===== src/rtl/frog_controller.sv =====
// Frogger game-logic stage: debounced button moves, frog grid position, lives and the PLAY/HIT/OVER flow.
// The outputs feed the VGA renderer directly.
module frog_controller #(
    parameter int DEBOUNCE_CYC = 250000,
    parameter int HIT_FRAMES   = 30,
    parameter int START_COL    = 10,
    parameter int START_ROW    = 14,
    parameter int MAX_COL      = 19,
    parameter int MAX_ROW      = 14,
    parameter int START_LIVES  = 3
) (
    input  logic       clk,
    input  logic       rst_n,
    input  logic       frame_tick,
    input  logic       btn_up,
    input  logic       btn_down,
    input  logic       btn_left,
    input  logic       btn_right,
    input  logic       collision,
    output logic [4:0] frog_col,
    output logic [3:0] frog_row,
    output logic [1:0] lives,
    output logic       hit,
    output logic       score_tick,
    output logic       game_over
);
    localparam logic [1:0] PLAY = 2'd0;
    localparam logic [1:0] HIT  = 2'd1;
    localparam logic [1:0] OVER = 2'd2;

    localparam int DW = $clog2(DEBOUNCE_CYC) + 1;
    localparam int FW = $clog2(HIT_FRAMES + 1) + 1;
    localparam logic [DW-1:0] DEB_MAX  = DW'(DEBOUNCE_CYC - 1);
    localparam logic [FW-1:0] FRM_MAX  = FW'(HIT_FRAMES - 1);
    localparam logic [4:0]    S_COL    = 5'(START_COL);
    localparam logic [3:0]    S_ROW    = 4'(START_ROW);
    localparam logic [4:0]    M_COL    = 5'(MAX_COL);
    localparam logic [3:0]    M_ROW    = 4'(MAX_ROW);
    localparam logic [1:0]    S_LIVES  = 2'(START_LIVES);

    logic [3:0]    raw;
    logic [3:0]    sync1, sync2, deb, deb_q, req;
    logic [DW-1:0] cnt [4];
    logic [1:0]    state;
    logic [FW-1:0] frame_cnt;

    // bit order: 0=up 1=down 2=left 3=right
    assign raw = {btn_right, btn_left, btn_down, btn_up};
    assign req = deb & ~deb_q;

    always_ff @(posedge clk or negedge rst_n) begin
        if (!rst_n) begin
            sync1 <= '0;
            sync2 <= '0;
            deb   <= '0;
            deb_q <= '0;
            for (int i = 0; i < 4; i++) cnt[i] <= '0;
        end else begin
            sync1 <= raw;
            sync2 <= sync1;
            deb_q <= deb;
            for (int i = 0; i < 4; i++) begin
                // counter only runs while the synced level disagrees with the accepted one
                if (sync2[i] == deb[i]) begin
                    cnt[i] <= '0;
                end else if (cnt[i] == DEB_MAX) begin
                    cnt[i] <= '0;
                    deb[i] <= ~deb[i];
                end else begin
                    cnt[i] <= cnt[i] + 1'b1;
                end
            end
        end
    end

    assign hit       = (state == HIT);
    assign game_over = (state == OVER);

    always_ff @(posedge clk or negedge rst_n) begin
        if (!rst_n) begin
            state      <= PLAY;
            frog_col   <= S_COL;
            frog_row   <= S_ROW;
            lives      <= S_LIVES;
            score_tick <= 1'b0;
            frame_cnt  <= '0;
        end else begin
            score_tick <= 1'b0;
            case (state)
                PLAY: begin
                    if (frame_tick && collision) begin
                        state     <= HIT;
                        frame_cnt <= '0;
                        if (lives != 2'd0) lives <= lives - 1'b1;
                    end else if (req[0]) begin
                        // reaching row 0 scores and respawns in one step
                        if (frog_row == 4'd1) begin
                            score_tick <= 1'b1;
                            frog_col   <= S_COL;
                            frog_row   <= S_ROW;
                        end else if (frog_row != 4'd0) begin
                            frog_row <= frog_row - 1'b1;
                        end
                    end else if (req[1]) begin
                        if (frog_row != M_ROW) frog_row <= frog_row + 1'b1;
                    end else if (req[2]) begin
                        if (frog_col != 5'd0) frog_col <= frog_col - 1'b1;
                    end else if (req[3]) begin
                        if (frog_col != M_COL) frog_col <= frog_col + 1'b1;
                    end
                end
                HIT: begin
                    if (frame_tick) begin
                        if (frame_cnt == FRM_MAX) begin
                            frame_cnt <= '0;
                            if (lives == 2'd0) begin
                                state <= OVER;
                            end else begin
                                state    <= PLAY;
                                frog_col <= S_COL;
                                frog_row <= S_ROW;
                            end
                        end else begin
                            frame_cnt <= frame_cnt + 1'b1;
                        end
                    end
                end
                OVER: begin
                    if (|req) begin
                        state    <= PLAY;
                        lives    <= S_LIVES;
                        frog_col <= S_COL;
                        frog_row <= S_ROW;
                    end
                end
                default: state <= PLAY;
            endcase
        end
    end
endmodule

===== config.mk =====
export PLATFORM = sky130hd
export DESIGN_NAME = frog_controller
export DESIGN_NICKNAME = d
export VERILOG_FILES = /design/src/rtl/frog_controller.sv
export SDC_FILE = /design/constraint.sdc
export NUM_CORES = 1
export LEC_CHECK = 0
export ABC_AREA = 0
export CORE_UTILIZATION = 40
export CTS_BUF_LIST = sky130_fd_sc_hd__clkbuf_16
export CTS_CLUSTER_DIAMETER = 40
export DETAILED_ROUTE_END_ITERATION = 12
export GPL_ROUTABILITY_DRIVEN = 0
export GPL_TIMING_DRIVEN = 1
export REMOVE_ABC_BUFFERS = 1
export SLEW_MARGIN = 20
export SYNTH_ARGS = -nofsm -noshare
export SYNTH_HDL_FRONTEND = slang
export SYNTH_SLANG_ARGS = --single-unit

===== constraint.sdc =====
create_clock -name clk -period 3 [get_ports clk]
set_clock_uncertainty 0.05 [all_clocks]
set_input_delay 0.6 -clock clk [delete_from_list [all_inputs] [get_ports clk]]
set_output_delay 0.6 -clock clk [all_outputs]
set_load 0.01 [all_outputs]

==> metrics <==
Clock transition at path regs=0.07 ns; area leader, netlist=dfrtp_1; Pleak=2.65 nW; PwrDens=651 mW/mm^2; CP max FO=8; layout cells sized above 1=6.53%; Synth top area share=47.2%; GR Util met1=20.3%; row count=42; # clock sinks=112; Slew Limit Fails=0; gr usage total=15.6%; max frequency=422 MHz; Layout Nets=617; drt pass-1 iters=4; EDFF count, synth=0; largest net degree at the start of global routing=50; CTS Root Cell=clkbuf_16; maxcap violations=0; RSZ-0062 raised after global routing=false; initial antenna violation count=0; H-tree levels=3; r2r setup slk=0.63 ns; Worst Tran Pin Value=0.721 ns; Area growth syn-to-layout=13.5%; DIE WIDTH=120 microns; Hold Fails Final Rpt=0; Inst Count DP=757; synth warn=0; top post-synthesis cells by area=dfrtp_1, nor2_1, xnor2_1; worst reg2reg endpoint=frog_col[0]; CP endpoint kind=register; final WL=10200 microns; Async S/R FF share, synth=100%; P_sw=1.22 mW; port bufs=21; post-synthesis sequential area ratio=50.5%; Final min period=2.37 ns; Initial Util=41.5%; Mean Syn Cell Area=9.75 sq um; setup ws final=0.628 ns; critical path type=register to register; crit path DAT=2.56 ns; Synth Register Bits=112; latest clock arrival within the worst-skew pair=0.36 ns; CTS tree=done; GRT Max-Usage Layer=met2; RR Startpoint=frame_cnt[1]; worst hold path class=input port to async pin; Vias=3966; filler-free cell count of the finished design=773; synthesized cell area=0.00557 sq mm; Die Ht=120 microns; Cells after Synth=571; Distinct cells, synth=47; Setup WS pre-CTS=0.343 ns; CTS Hold Bufs=0; Worst setup SP type=register; post-detail-place hpwl=7030 microns; Main synth FF type=dfrtp_1; switching fraction of total power=29.6%; area of the core=0.0134 sq mm; final setup TNS=0 ns; Wirelength per Cell=13.2 microns; Internal Power=2.90 mW; drt drc=0; DIE AREA=0.0144 sq mm; total CTS buffers=9; antenna cells=0; clock buffer depth=2; final antenna-violating net count=0; fin crit share=79.1%; first-pass GRT wire length=17800 microns; number of vias per cell=5.13; Congestion Overflow GR=0; outcome=finished clean; worst vdd ir=0.000296 V; Gates resized, CTS repair=0; post-CTS setup buffer count=0; Logic pwr share=22.8%; vias in the first global route=3844; final setup fails=0; clock share of power=33.5%; worst rel slew slack=51.9%; GR Layer Usage met3=2.71%; CP Data Required Time=3.19 ns; Ports=22; R2R cell count=7; Reg power frac=43.7%; met2 GRT Util=25.1%; Starting DRT DRC Count=229
==> cells by family after synthesis <==
family,synth area share [%]
AND/OR/NAND/NOR,23.9
flip-flops,50.5
XOR/XNOR,11.5
AO/OA/AOI/OAI,5.44
buffers and inverters,2.45
adder cells (fa/ha/maj),3.82
multiplexers,2.40
==> cell usage after synthesis (all sizes together) (10+ instances only) <==
cell type	number
nor3	17
xnor2	37
clkbuf	12
nand4	19
dfrtp	105
ha	17
nand2b	11
nand3	32
xor2	36
nor2	115
nand2	37
and3	10
o21ai	20
inv	22
==> registers in the layout (all words and copies together) (netlist names) <==
| name | count |
|---|---|
| frame_cnt | 6 |
| score_tick | 1 |
| cnt | 76 |
| sync1 | 4 |
| deb_q | 4 |
| state | 2 |
| deb | 4 |
| frog_col | 5 |
| sync2 | 4 |
| lives | 2 |
| frog_row | 4 |
==> metal layers <==
metal	up-vias	routed length, microns
li1	1993	-
met1	1925	5060
met2	34	4690
met3	14	214
met4	0	244
met5	-	0
==> cell type report <==
cell class / instances / area [sq um]
Sequential cell: 112 / 2810
Multi-Input combinational cell: 423 / 2620
Clock buffer: 9 / 225
Inverter: 22 / 82.6
Clock inverter: 7 / 119
Fill cell: 1268 / 7080
Tap cell: 176 / 220
Timing Repair Buffer: 24 / 243
==> per-stage QoR <==
step | utilization (%) | hold WS, ns | instance area (sq um) | power [mW]
floorplan | - | 0.254 | 5510 | 2.39
global placement | 44.6 | 0.289 | 5980 | 2.74
detailed placement | 44.6 | 0.287 | 5980 | 2.76
CTS | 47.2 | 0.232 | 6320 | 4.16
global route | 47.2 | 0.256 | 6320 | 4.35
finish | 47.2 | 0.201 | 6320 | 4.11
==> cell usage in the layout (no fill, tap or decap), types with 10 or more instances in the layout <==
cell type	instances
nor2_1	115
dfrtp_1	105
nand2_1	37
xnor2_1	37
xor2_1	36
nand3_1	32
inv_1	22
clkdlybuf4s50_1	20
nand4_1	19
o21ai_0	19
nor3_1	17
ha_1	17
nand2b_1	11
and3_1	10
==> critical path, stage by stage, from the launching register on <==
cell	delay (ns)
dfrtp_1	0.40
inv_1	0.06
ha_1	0.13
nand4_1	0.07
o21ai_1	0.42
o211ai_1	0.33
or3_4	0.48
mux2_4	0.30
==> worst max-delay path by stage <==
stage,start,to,slack [ns]
2_1_floorplan,frog_col[2],frog_col[0],0.73
3_3_place_gp,frame_tick,frog_col[0],0.36
3_5_place_dp,frame_tick,frog_col[0],0.34
4_1_cts,frame_cnt[1],frog_col[0],0.61
5_1_grt,frame_cnt[1],frog_col[3],0.44
6_report,frame_cnt[1],frog_col[0],0.63
==> power by group through the flow <==
stage	Clock (mW)	Sequential, mW	Combinational, mW
after floorplan	0	1.81	0.580
after global placement	0	1.82	0.921
after detailed placement	0	1.82	0.945
after CTS	1.42	1.79	0.946
after global routing	1.48	1.82	1.05
final	1.38	1.80	0.938
No activity file was read; power rests on OpenSTA's default activity.
